`config.mk`:
```
export PLATFORM = sky130hd
export DESIGN_NAME = goertzel_tone_detect
export DESIGN_NICKNAME = d
export VERILOG_FILES = /design/src/rtl/goertzel_pkg.sv /design/src/rtl/tone_hysteresis.sv /design/src/rtl/goertzel_tone_detect.sv
export SDC_FILE = /design/constraint.sdc
export NUM_CORES = 1
export LEC_CHECK = 0
export ABC_AREA = 1
export BUFFER_PORTS_ARGS = -buffer_cell sky130_fd_sc_hd__clkbuf_2
export CORE_MARGIN = 1
export CORE_UTILIZATION = 40
export CTS_CLUSTER_DIAMETER = 50
export DETAILED_ROUTE_END_ITERATION = 6
export PLACE_DENSITY = 0.59
export SKIP_LAST_GASP = 1
export SYNTH_ARGS = -nofsm -noshare
export SYNTH_HDL_FRONTEND = slang
export SYNTH_SLANG_ARGS = --single-unit
```
`constraint.sdc`:
```
create_clock -name i_clk -period 10.9 [get_ports i_clk]
set_input_delay 1.09 -clock i_clk [delete_from_list [all_inputs] [get_ports i_clk]]
set_output_delay 1.09 -clock i_clk [all_outputs]
set_load 0.1 [all_outputs]
```
`src/rtl/goertzel_pkg.sv`:
```
// Shared types and default widths for the Goertzel tone detector.
package goertzel_pkg;

    typedef enum logic [1:0] {
        S_IDLE,
        S_SQRE,
        S_SQIM,
        S_DEC
    } state_t;

    localparam int GZ_IW = 18;
    localparam int GZ_PW = 2 * GZ_IW;

    function automatic int clog2_f(input int v);
        int r;
        r = 0;
        while ((1 << r) < v) r++;
        return r;
    endfunction

endpackage

```
`src/rtl/tone_hysteresis.sv`:
```
// Debounced tone-present flag: N_ON consecutive hits to assert, N_OFF
// consecutive misses to release, with a dead band between TH_OFF and TH_ON.
module tone_hysteresis
    import goertzel_pkg::*;
#(
    parameter int             PW     = GZ_PW,
    parameter logic [PW-1:0]  TH_ON  = 36'd1000000,
    parameter logic [PW-1:0]  TH_OFF = 36'd500000,
    parameter int             N_ON   = 3,
    parameter int             N_OFF  = 2
) (
    input  logic          i_clk,
    input  logic          i_rst_n,
    input  logic          i_valid,
    input  logic [PW-1:0] i_power,
    output logic          o_tone
);

    localparam int CW = clog2_f((N_ON > N_OFF) ? N_ON : N_OFF) + 1;

    logic [CW-1:0] cnt;
    logic [CW-1:0] cnt_inc;
    logic          hit;
    logic          miss;

    assign cnt_inc = cnt + 1'b1;
    assign hit     = (i_power >= TH_ON);
    assign miss    = (i_power <  TH_OFF);

    always_ff @(posedge i_clk or negedge i_rst_n) begin
        if (!i_rst_n) begin
            cnt    <= '0;
            o_tone <= 1'b0;
        end else if (i_valid) begin
            if (!o_tone) begin
                if (!hit) begin
                    cnt <= '0;
                end else if (cnt_inc == CW'(N_ON)) begin
                    o_tone <= 1'b1;
                    cnt    <= '0;
                end else begin
                    cnt <= cnt_inc;
                end
            end else begin
                // dead-band power counts as a non-miss and restarts the run
                if (!miss) begin
                    cnt <= '0;
                end else if (cnt_inc == CW'(N_OFF)) begin
                    o_tone <= 1'b0;
                    cnt    <= '0;
                end else begin
                    cnt <= cnt_inc;
                end
            end
        end
    end

endmodule

```
`src/rtl/goertzel_tone_detect.sv`:
```
// Bin power Re^2+Im^2 through one shared multiplier, then hysteresis tone flag.
module goertzel_tone_detect
    import goertzel_pkg::*;
#(
    parameter int             IW     = GZ_IW,
    parameter int             PW     = 2 * IW,
    parameter logic [PW-1:0]  TH_ON  = 36'd1000000,
    parameter logic [PW-1:0]  TH_OFF = 36'd500000,
    parameter int             N_ON   = 3,
    parameter int             N_OFF  = 2
) (
    input  logic                 i_clk,
    input  logic                 i_rst_n,
    input  logic                 i_valid,
    input  logic signed [IW-1:0] i_re,
    input  logic signed [IW-1:0] i_im,
    output logic [PW-1:0]        o_power,
    output logic                 o_power_valid,
    output logic                 o_tone,
    output logic                 o_busy,
    output logic                 o_overrun
);

    state_t               state;
    logic signed [IW-1:0] re_q;
    logic signed [IW-1:0] im_q;
    logic [PW-1:0]        acc;
    logic signed [IW-1:0] mul_a;
    logic signed [PW-1:0] prod;

    // Single squarer: Re in S_SQRE, Im in S_SQIM
    assign mul_a = (state == S_SQIM) ? im_q : re_q;
    assign prod  = mul_a * mul_a;

    always_ff @(posedge i_clk or negedge i_rst_n) begin
        if (!i_rst_n) begin
            state         <= S_IDLE;
            re_q          <= '0;
            im_q          <= '0;
            acc           <= '0;
            o_power       <= '0;
            o_power_valid <= 1'b0;
            o_busy        <= 1'b0;
            o_overrun     <= 1'b0;
        end else begin
            o_power_valid <= 1'b0;
            o_overrun     <= i_valid && (state != S_IDLE);
            case (state)
                S_IDLE: begin
                    if (i_valid) begin
                        re_q   <= i_re;
                        im_q   <= i_im;
                        state  <= S_SQRE;
                        o_busy <= 1'b1;
                    end
                end
                S_SQRE: begin
                    acc   <= prod;
                    state <= S_SQIM;
                end
                S_SQIM: begin
                    o_power       <= acc + prod;
                    o_power_valid <= 1'b1;
                    state         <= S_DEC;
                end
                S_DEC: begin
                    state  <= S_IDLE;
                    o_busy <= 1'b0;
                end
                default: begin
                    state  <= S_IDLE;
                    o_busy <= 1'b0;
                end
            endcase
        end
    end

    // Decision runs in S_DEC, the one cycle o_power_valid is high
    tone_hysteresis #(
        .PW     (PW),
        .TH_ON  (TH_ON),
        .TH_OFF (TH_OFF),
        .N_ON   (N_ON),
        .N_OFF  (N_OFF)
    ) u_hyst (
        .i_clk   (i_clk),
        .i_rst_n (i_rst_n),
        .i_valid (o_power_valid),
        .i_power (o_power),
        .o_tone  (o_tone)
    );

endmodule

```
# Word-level counts from Yosys, hierarchy flattened
# Index checks and enable logic that the tools add are counted.
# word_totals
regBits,117
input_bits,39
output_inout_bits,40
# op_classes
n_reduce_logical,6
mul,1
n_mux,16
n_eq_ne,6
add_sub_neg,2
magnitude_cmp,2
# ops
op,n
36-bit adder,1
36-bit by 20-bit greater-or-equal comparator with 1-bit output (second input constant),1
36-bit by 19-bit < comparator with 1-bit output (second input constant),1
18-bit by 18-bit multiplier with 36-bit output,1
18-bit 2-to-1 mux,1
3-bit 2-to-1 mux,5
2-bit one-hot mux with 4 select lines,1
1-bit 2-to-1 mux,7
3-bit by 2-bit equality test with 1-bit output (second input constant),2
2-bit equality test (second input constant),2
2-bit AND reduction,2
2-bit nonzero test,2
3-bit by 1-bit adder with 3-bit output (second input constant),1
2-bit by 1-bit equality test with 1-bit output (second input constant),1
2-bit zero test,1
2-bit 2-to-1 mux,1
2-bit inequality test (second input constant),1
1-bit one-hot mux with 2 select lines,1
1-bit logical AND,1

# Logic depth before layout (Yosys ltp)
# Gate-level depths: netlist of the first run.
# depth
ltp_word,5
depth_mapped,47

# Cells and area by module
# Synthesis of the first run repeated with hierarchy kept, for this count alone.
# hier_totals
hier_cells,2372
hier_area_um2,18584.1
# modules_own_cells
module,n_inst,cells_each,area_per_inst_um2
goertzel_tone_detect,1,2290,18102.4
tone_hysteresis,1,82,481.7

# Worst setup path before layout of the first run
# OpenSTA, ideal clock, no wires.
# synth_timing
path_kind,reg-to-reg
startpoint,register state[0]
endpoint,register o_power[35]
t_arrival_ns,7.835
path_slack_ns,2.945
path_stages_with_launch,37
path_buffers,2
required_ns,10.780
cell_sequence,dfrtp_1 -> inv_1 -> ha_1 -> buf_2 -> o21ai_1 -> inv_1 -> clkbuf_1 -> nor2_1 -> inv_1 -> fa_1 -> fa_1 -> inv_1 -> fa_1 -> inv_1 -> fa_1 -> fa_1 -> fa_1 -> inv_1 -> ha_1 -> a21oi_1 -> o21ai_0 -> a21oi_1 -> o21ai_0 -> a21oi_1 -> nand2_1 -> or2_2 -> and2_1 -> ha_1 -> inv_1 -> nor3_1 -> nand2_1 -> nor3_1 -> o21ai_0 -> nand3_1 -> nand3_1 -> nand3_1 -> nand2_1
# synth_between
elab_chain_cells,4
# synth_lines
element,line,source
start: declaration,goertzel_tone_detect.sv:24,state_t state;
start signal: assignment,goertzel_tone_detect.sv:37,state <= S_IDLE;
start signal: assignment,goertzel_tone_detect.sv:53,state <= S_SQRE;
start signal: assignment,goertzel_tone_detect.sv:59,state <= S_SQIM;
2-bit equality test,goertzel_tone_detect.sv:32,assign mul_a = (state == S_SQIM) ? im_q : re_q;
18-bit 2-to-1 mux,goertzel_tone_detect.sv:32,
18-bit by 18-bit multiplier with 36-bit output,goertzel_tone_detect.sv:33,assign prod = mul_a * mul_a;
net prod[34],goertzel_tone_detect.sv:29,logic signed [PW-1:0] prod;
36-bit adder,goertzel_tone_detect.sv:62,o_power <= acc + prod;
end signal: assignment,goertzel_tone_detect.sv:62,
end: declaration,goertzel_tone_detect.sv:17,"output logic [PW-1:0] o_power,"
# The timed path passes the listed nets, and every way through them passes these cells.
# A chain may end at the register's enable or synchronous reset.

# Final worst setup path of the first run
# Ends and elaborated chain as after synthesis.

==> reports/metrics.yaml, run 1 <==
synth.avg_cell_area_um2: 7.92
synthesis.instances: 2289
max_freq_mhz: 99.5
die_area_um2: 46200
wl_per_cell_um: 16.2
finalNetCount: 2842
initialDrtViolationCount: 1150
cp-start-kind: "flip-flop"
fp-row-count: 77
status: "finished clean"
ys_warn_count: 0
finalSetupViolations: 0
maxCapViolations: 0
synth_edf_count: 0
grt_start_max_net_pins: 70
fin_setup_tns_ps: 0
numCtsBuffers: 17
drive_above_1_share_pct: 7.46
cp_num_buf_inv: 7
die_w_um: 215
cts_sinks: 116
initial_core_util_pct: 40.7
synthDistinctLibCells: 53
wl_mm: 48.1
period_share_pct: 92.2
skew_ps: 10.6
syn_to_final_growth_pct: 9.60
worst_slew_pin_slew_ps: 1110
critical-path-top-delay-family: "adder cells"
final-max-slew-violation-count: 0
netlist_area_um2: 18100
cts_root_buffer: "clkbuf_16"
cts_setup_buffers: 0
cts_hold_buf: 0
final_common_cell: "inv_1"
seq_area_frac_synth_pct: 16.0
worstPathRequired_ps: 11240
core_um2: 44500
dr.pass1.iters: 5
critPathMostFrequentCell: "inv_1"
ys_seq_elements: 116
dpl.hpwl_mm: 40.7
hold_class: "flip-flop to flip-flop"
drcViolationCount: 0
clockBufferDepth: 2
arrival_ps: 10390
gr-total-overflow: 0
fin_crit_ps: 10050
fillers: 4508
antenna_found_initial: 0
crit_type: "flip-flop to flip-flop"
slowest_delay_ps: 740
synth_fp_nets: 2770
path_clk_slew_ps: 60
vias: 14343
ys.flop_type: "dfrtp_1"
grt_pass1_vias: 15566
relSlewSlack_pct: 25.7
die_h_um: 215
ant_nets: 0
gp_congestion: 0.901
viasPerCell: 4.84
cts_resized: 0
grt_setup_unrepaired: "false"
cts_max_level: 4
clk_latency_ps: 450
port_buffers: 78
antennaDiodeCount: 0
hold_viol_final: 0
cts_tree: "built"
critical_path.max_fanout: 33
track_usage_pct: 22.6
cpMaxStageDelayCell: "fa_1"
ys_async_sr_fraction_pct: 100
ff2ff_setup_slack_ps: 850
io_pins: 79
multiInputGateArea_um2: 13000
seqCellArea_um2: 2900
grt_pass1_wl_mm: 82.0
cp-end-kind: "flip-flop"
final_cell_mix: "inv_1 (540), nand2_1 (526), fa_1 (298), nor2_1 (205), ha_1 (143)"
## cells by family after synthesis
logic type / Yosys count / synth area share, %
mux: 1 / 0.0621
fa+ha+maj: 442 / 42.8
xor+xnor: 36 / 1.78
compound gates: 238 / 7.50
buf+inv: 597 / 12.4
flops: 116 / 16.0
simple gates: 859 / 19.4
## layer usage
| layer | global-route usage (%) | vias to the layer above | routed length [um] |
|---|---|---|---|
| met1 | 31.5 | 7010 | 22500 |
| met5 | 0 | - | 0 |
| met3 | 2.52 | 30 | 2080 |
| met2 | 37.6 | 311 | 22800 |
| li1 | - | 6992 | - |
| met4 | 5.05 | 0 | 647 |
## cell type report
type | count | share of cell area (%)
timing repair buffer | 97 | 2.69
inverter | 553 | 10.4
clock inverter | 11 | 0.862
multi-input combinational | 1576 | 65.3
sequential | 116 | 14.6
tap | 592 | 3.73
clock buffer | 21 | 2.37
## synthesized netlist by cell type (10+ instances only)
cell type,instances,area [um^2]
nand2_1,526,1970
ha_1,144,1800
nor2_1,205,769
xor2_1,20,175
nand3_1,62,310
inv_1,540,2030
o21ai_0,92,460
fa_1,298,5970
a31oi_1,15,93.8
a21oi_1,76,380
buf_2,12,60.1
xnor2_1,15,131
dfrtp_1,116,2900
inv_2,10,37.5
a21o_1,10,75.1
clkbuf_1,25,93.8
## worst paths after layout
kind                                        start                        end  cells after the start
max                          state[0]$_DFFE_PN0P_    o_power[35]$_DFFE_PN0P_                     35
min                        o_power[1]$_DFFE_PN0P_     o_power[1]$_DFFE_PN0P_                      2
max reg2reg                  state[0]$_DFFE_PN0P_    o_power[35]$_DFFE_PN0P_                     35
min reg2reg                o_power[1]$_DFFE_PN0P_     o_power[1]$_DFFE_PN0P_                      2
max in group asynchronous                 i_rst_n    o_power[31]$_DFFE_PN0P_                      2
min in group asynchronous                 i_rst_n  u_hyst.o_tone$_DFFE_PN0P_                      1
## worst register-to-register path, delay by kind of cell (launching register included)
family / cells / cell delay [ps]
flip-flops: 1 / 400
adder cells (fa/ha/maj): 9 / 4760
AO/OA/AOI/OAI: 6 / 1190
buffers and inverters: 7 / 1150
AND/OR/NAND/NOR: 13 / 2460
## stage by stage
stage               cells  hold WS, ps  util, %  instance area, um^2  setup WS (ps)
floorplan            2289          441        -                18100           2950
global placement     2934          460     43.2                19200            854
CTS                  2966          485     44.7                19900            900
global route         2966          492     44.7                19900            274
detailed placement   2934          463     43.2                19200            954
finish               2966          480     44.7                19900            846
## state kept, by name (all words and copies together), names as in the netlist
register       flops
acc               35
im_q              18
o_busy             1
o_overrun          1
o_power           36
o_power_valid      1
re_q              18
state              2
u_hyst.cnt         3
u_hyst.o_tone      1
Power of run 1 is not shown: default switching activity piles up to over one toggle a cycle in this logic, so the estimate is an artifact.
==> run 2, diff against run 1 <==
--- a/config.mk
+++ b/config.mk
@@ -8,10 +8,10 @@
 export ABC_AREA = 1
 export BUFFER_PORTS_ARGS = -buffer_cell sky130_fd_sc_hd__clkbuf_2
 export CORE_MARGIN = 1
-export CORE_UTILIZATION = 40
+export CORE_UTILIZATION = 45
 export CTS_CLUSTER_DIAMETER = 50
 export DETAILED_ROUTE_END_ITERATION = 6
-export PLACE_DENSITY = 0.59
+export PLACE_DENSITY = 0.64
 export SKIP_LAST_GASP = 1
 export SYNTH_ARGS = -nofsm -noshare
 export SYNTH_HDL_FRONTEND = slang
==> constraint.sdc (replaced) <==
create_clock -name i_clk -period 12.6 [get_ports i_clk]
set_input_delay 1.26 -clock i_clk [delete_from_list [all_inputs] [get_ports i_clk]]
set_output_delay 1.26 -clock i_clk [all_outputs]
set_load 0.1 [all_outputs]
==> run 2 against run 1 <==
  * First-iteration DRC count decreased by 6.4%
  * Critical path depth unchanged
  * Sequential share of layout area increased by 0.11 points
  * Die area decreased by 11%
  * Flip-flop and latch count unchanged
  * Wire length decreased by 1.2%
  * Register-to-register slack improved by 1700 ps
  * Clock skew increased by 17 ps
  * Count of clock-buffer cells in the layout increased by 1
  * Maximum frequency about the same
  * Global-route usage increased by 2.3 points
==> reports/metrics.yaml, run 2 (synthesis gave the netlist of run 1 again) <==
finalSetupViolations: 0
initial_core_util_pct: 45.6
die_area_um2: 41100
drcViolationCount: 0
wl_per_cell_um: 16.4
post_dp_cell_area_um2: 19200
antennaDiodeCount: 0
largest_reg_flops: 36
cts_sinks: 116
numCtsBuffers: 17
cts_tree: "built"
track_usage_pct: 24.9
critPathMostFrequentCell: "inv_1"
crit_type: "flip-flop to flip-flop"
dpl.hpwl_mm: 39.8
cts_hold_buf: 0
arrival_ps: 10390
grt_setup_unrepaired: "false"
die_w_um: 203
max_freq_mhz: 99.5
grt_pass1_vias: 15461
final_cell_mix: "inv_1 (540), nand2_1 (526), fa_1 (298), nor2_1 (205), ha_1 (143)"
antenna_found_initial: 0
port_buffers: 78
hold_class: "flip-flop to flip-flop"
cts_setup_buffers: 0
clockBufferDepth: 2
path_clk_slew_ps: 50
largest-register: "o_power"
worstPathRequired_ps: 12940
cpMaxStageDelayCell: "fa_1"
slowest_delay_ps: 740
design_area_um2: 19700
fin_crit_ps: 10050
viasPerCell: 5.03
io_pins: 79
relSlewSlack_pct: 20.6
critical_path.max_fanout: 33
syn_to_final_growth_pct: 8.78
finalNetCount: 2842
final_common_cell: "inv_1"
cp-start-kind: "flip-flop"
status: "finished clean"
initialDrtViolationCount: 1076
dr.pass1.iters: 5
fin_setup_tns_ps: 0
period_share_pct: 79.8
worst_slew_pin_slew_ps: 1190
die_h_um: 203
cts_root_buffer: "clkbuf_16"
skew_ps: 27.5
vias: 14572
reg.largest.list: "o_power x36, acc x35"
cts_max_level: 4
cp_num_buf_inv: 7
core_um2: 39700
fp-row-count: 73
wl_mm: 47.5
critical-path-top-delay-family: "adder cells"
final-max-slew-violation-count: 0
ant_nets: 0
drive_above_1_share_pct: 7.34
maxCapViolations: 0
gr-total-overflow: 0
grt_start_max_net_pins: 79
grt_pass1_wl_mm: 79.8
cp-end-kind: "flip-flop"
hold_viol_final: 0
cts_resized: 0
clk_latency_ps: 470
gp_congestion: 0.919
==> run 2: through the flow <==
step	hold WS, ps	utilization [%]	worst slack [ps]	cells
detailed placement	464	48.2	2640	2867
CTS	477	49.7	2580	2897
global route	501	49.7	1890	2897
finish	468	49.7	2550	2897
floorplan	441	-	4650	2289
global placement	460	48.2	2530	2867
==> run 2: layout make-up <==
type	instances	area (um^2)
fill	3860	20000
inverter	553	2080
multi-input combinational	1576	13000
sequential	116	2900
clock buffer	22	474
clock inverter	8	103
tap	525	657
timing repair buffer	97	536
==> run 2: path summary, 6_finish.rpt <==
path | start | end | slack [ps] | depth (start not counted)
max | state[0]$_DFFE_PN0P_ | o_power[35]$_DFFE_PN0P_ | 2550 | 35
min | o_power[1]$_DFFE_PN0P_ | o_power[1]$_DFFE_PN0P_ | 470 | 2
max in group asynchronous | i_rst_n | im_q[15]$_DFFE_PN0P_ | 10380 | 2
max reg2reg | state[0]$_DFFE_PN0P_ | o_power[35]$_DFFE_PN0P_ | 2550 | 35
min reg2reg | o_power[1]$_DFFE_PN0P_ | o_power[1]$_DFFE_PN0P_ | 470 | 2
min in group asynchronous | i_rst_n | o_power[5]$_DFFE_PN0P_ | 790 | 1
==> run 2: per-layer routing <==
metal  wire length (um)  part of all wire [%]  track usage [%]
met1              21500                    45             34.3
met5                  0                     0                0
met4                802                   1.7             6.34
met3               2480                   5.2             2.89
met2              22700                    48             41.8
==> run 2: worst register-to-register path: cells and delay by family (launching register included) <==
kind | cells | cell delay, ps
AOI/OAI and AO/OA | 7 | 1440
adders and majority gates | 9 | 4790
buffers and inverters | 7 | 1150
DFF | 1 | 400
and+or+nand+nor | 12 | 2180
Power of run 2 is left out for the same reason.
==> run 3, diff against run 2 <==
--- a/config.mk
+++ b/config.mk
@@ -5,13 +5,13 @@
 export SDC_FILE = /design/constraint.sdc
 export NUM_CORES = 1
 export LEC_CHECK = 0
-export ABC_AREA = 1
+export ABC_AREA = 0
 export BUFFER_PORTS_ARGS = -buffer_cell sky130_fd_sc_hd__clkbuf_2
 export CORE_MARGIN = 1
 export CORE_UTILIZATION = 45
 export CTS_CLUSTER_DIAMETER = 50
 export DETAILED_ROUTE_END_ITERATION = 6
-export PLACE_DENSITY = 0.64
+export PLACE_DENSITY = 0.67
 export SKIP_LAST_GASP = 1
 export SYNTH_ARGS = -nofsm -noshare
 export SYNTH_HDL_FRONTEND = slang
==> constraint.sdc (replaced) <==
create_clock -name i_clk -period 9.2 [get_ports i_clk]
set_input_delay 0.92 -clock i_clk [delete_from_list [all_inputs] [get_ports i_clk]]
set_output_delay 0.92 -clock i_clk [all_outputs]
set_load 0.1 [all_outputs]
==> run 3 against run 2 <==
  * Register-to-register slack lost 2200 ps
  * Count of clock-buffer cells in the layout decreased by 3
  * Critical path depth shrank 3
  * Sequential share of layout area up 0.45 points
  * Final cell count shrank 18%
  * Flip-flop and latch count is the same
  * Largest cell class unchanged
==> reports/metrics.yaml, run 3 <==
antennaDiodeCount: 0
grt_pass1_vias: 13425
cts_tree: "built"
synthDistinctLibCells: 67
drive_above_1_share_pct: 16.8
final-max-slew-violation-count: 0
clk_latency_ps: 440
gp_congestion: 0.932
track_usage_pct: 22.1
ys_warn_count: 0
die_h_um: 197
gr-total-overflow: 0
reg2reg_depth: 32
arrival_ps: 9140
cts_sinks: 116
synthesis.instances: 1739
drcViolationCount: 0
skew_ps: 10.8
r2r_start: "state[0]$_DFFE_PN0P_"
viasPerCell: 5.18
ys_seq_elements: 116
cp-end-kind: "flip-flop"
initial_core_util_pct: 45.5
ff2ff_setup_slack_ps: 370
wl_per_cell_um: 16.6
r2r_end: "o_power[24]$_DFFE_PN0P_"
worst_slew_pin_slew_ps: 1010
vias: 12326
cts_max_level: 4
final_cell_mix: "inv_1 (415), fa_1 (298), ha_1 (139), nand2_1 (137), dfrtp_1 (116)"
cpMaxStageDelayCell: "fa_1"
critical_path.max_fanout: 10
synth_area_leader_cell: "fa_1"
synthTopCellsByArea: "fa_1 (35%), dfrtp_1 (17%), ha_1 (11%)"
fin_crit_ps: 8830
core_um2: 37600
crit_start: "state[0]$_DFFE_PN0P_"
die_w_um: 197
netlist_area_um2: 17100
path_clk_slew_ps: 60
dr.pass1.iters: 7
fp-row-count: 71
hold_class: "input port to async pin"
fin_setup_tns_ps: 0
io_pins: 79
antenna_found_initial: 0
max_freq_mhz: 113
largest_reg_flops: 36
die_area_um2: 38800
period_share_pct: 96.0
synth_edf_count: 0
status: "finished clean"
finalNetCount: 2336
final_common_cell: "inv_1"
synth.avg_cell_area_um2: 9.84
dpl.hpwl_mm: 32.7
cts_root_buffer: "clkbuf_16"
numCtsBuffers: 17
worstPathRequired_ps: 9510
slowest_delay_ps: 550
synth.top_cells.by_count: "inv_1 (419), fa_1 (298), ha_1 (144)"
synth.most_common_cell: "inv_1"
largest-register: "o_power"
ys.flop_type: "dfrtp_1"
port_buffers: 78
finalSetupViolations: 0
reg.largest.list: "o_power x36, acc x35"
cts_hold_buf: 0
initialDrtViolationCount: 693
synth_top_area_share_pct: 34.9
grt_start_max_net_pins: 77
ys_async_sr_fraction_pct: 100
seq_area_frac_synth_pct: 17.0
clockBufferDepth: 2
crit_type: "flip-flop to flip-flop"
maxCapViolations: 0
relSlewSlack_pct: 32.9
hold_viol_final: 0
synth_fp_nets: 2220
cp-start-kind: "flip-flop"
ant_nets: 0
grt_pass1_wl_mm: 66.6
wl_mm: 39.5
syn_to_final_growth_pct: 11.9
[run 3: cell count changes after synthesis, sizes merged, moves of 11 or more]
cell,change
nand3,-51
a21o,+25
a21oi,-22
buf,-15
inv,-131
o21ai,-73
or2,-11
xnor2,+31
mux2,+99
nor2,-96
nand2,-396
[run 3: metrics by stage]
stage / hold slack, ps / util (%) / setup WS (ps) / cell area (um^2) / cells
finish: 460 / 50.9 / 370 / 19100 / 2379
global route: 491 / 50.9 / -49.9 / 19100 / 2379
CTS: 455 / 50.2 / 109 / 18900 / 2362
detailed placement: 479 / 48.7 / -54.5 / 18300 / 2330
global placement: 483 / 48.7 / 97.8 / 18300 / 2330
floorplan: 458 / - / 130 / 17100 / 1739
[run 3: worst max-delay path, delay by kind of cell, from the launching register on]
| family | cells | cell delay, ps |
|---|---|---|
| AOI/OAI and AO/OA | 8 | 2030 |
| xor gates and xnor gates | 2 | 260 |
| adders and majority gates | 9 | 3950 |
| buffers and inverters | 9 | 1070 |
| DFF | 1 | 410 |
| muxes | 2 | 640 |
| and+or+nand+nor | 2 | 350 |
[run 3: kinds of logic (layout without fill, tap and decap cells)]
| family | after synthesis | after routing | share of synthesized area, % |
|---|---|---|---|
| compound gates | 203 | 203 | 8.23 |
| xor+xnor | 65 | 65 | 3.33 |
| fa+ha+maj | 442 | 442 | 45.4 |
| buf+inv | 464 | 593 | 10.2 |
| flops | 116 | 116 | 17.0 |
| mux | 110 | 110 | 7.17 |
| simple gates | 339 | 339 | 8.75 |
[run 3: layout make-up]
cell class,instances,area (um^2)
fillers,3417,18400
clock inverters,13,109
clock buffers,19,433
flip-flops and latches,116,2900
inverters,426,1610
well taps,511,639
multi-input cells,1159,12600
repair buffers,135,841
[run 3: worst max-delay path by stage]
stage	end	slack, ps
finish	o_power[24]$_DFFE_PN0P_	370
floorplan	o_power[30]$_DFFE_PN0P_	130
detailed placement	o_power[30]$_DFFE_PN0P_	-50
global route	o_power[34]$_DFFE_PN0P_	-50
CTS	o_power[30]$_DFFE_PN0P_	110
global placement	o_power[24]$_DFFE_PN0P_	100
[run 3: repair_timing]
item	CTS	global route
gates resized for setup	2	37
endpoints found under the setup margin	5	9
setup buffers	0	17
gates cloned	0	0
hold endpoints to repair	0	0
[run 3: per-layer routing]
layer	track usage [%]	wire length (um)	vias up
li1	-	-	5667
met1	26.5	15900	6287
met2	40.0	20700	296
met3	3.50	1760	76
met4	7.46	1110	0
met5	0	0	-
Power of run 3 is left out for the same reason.
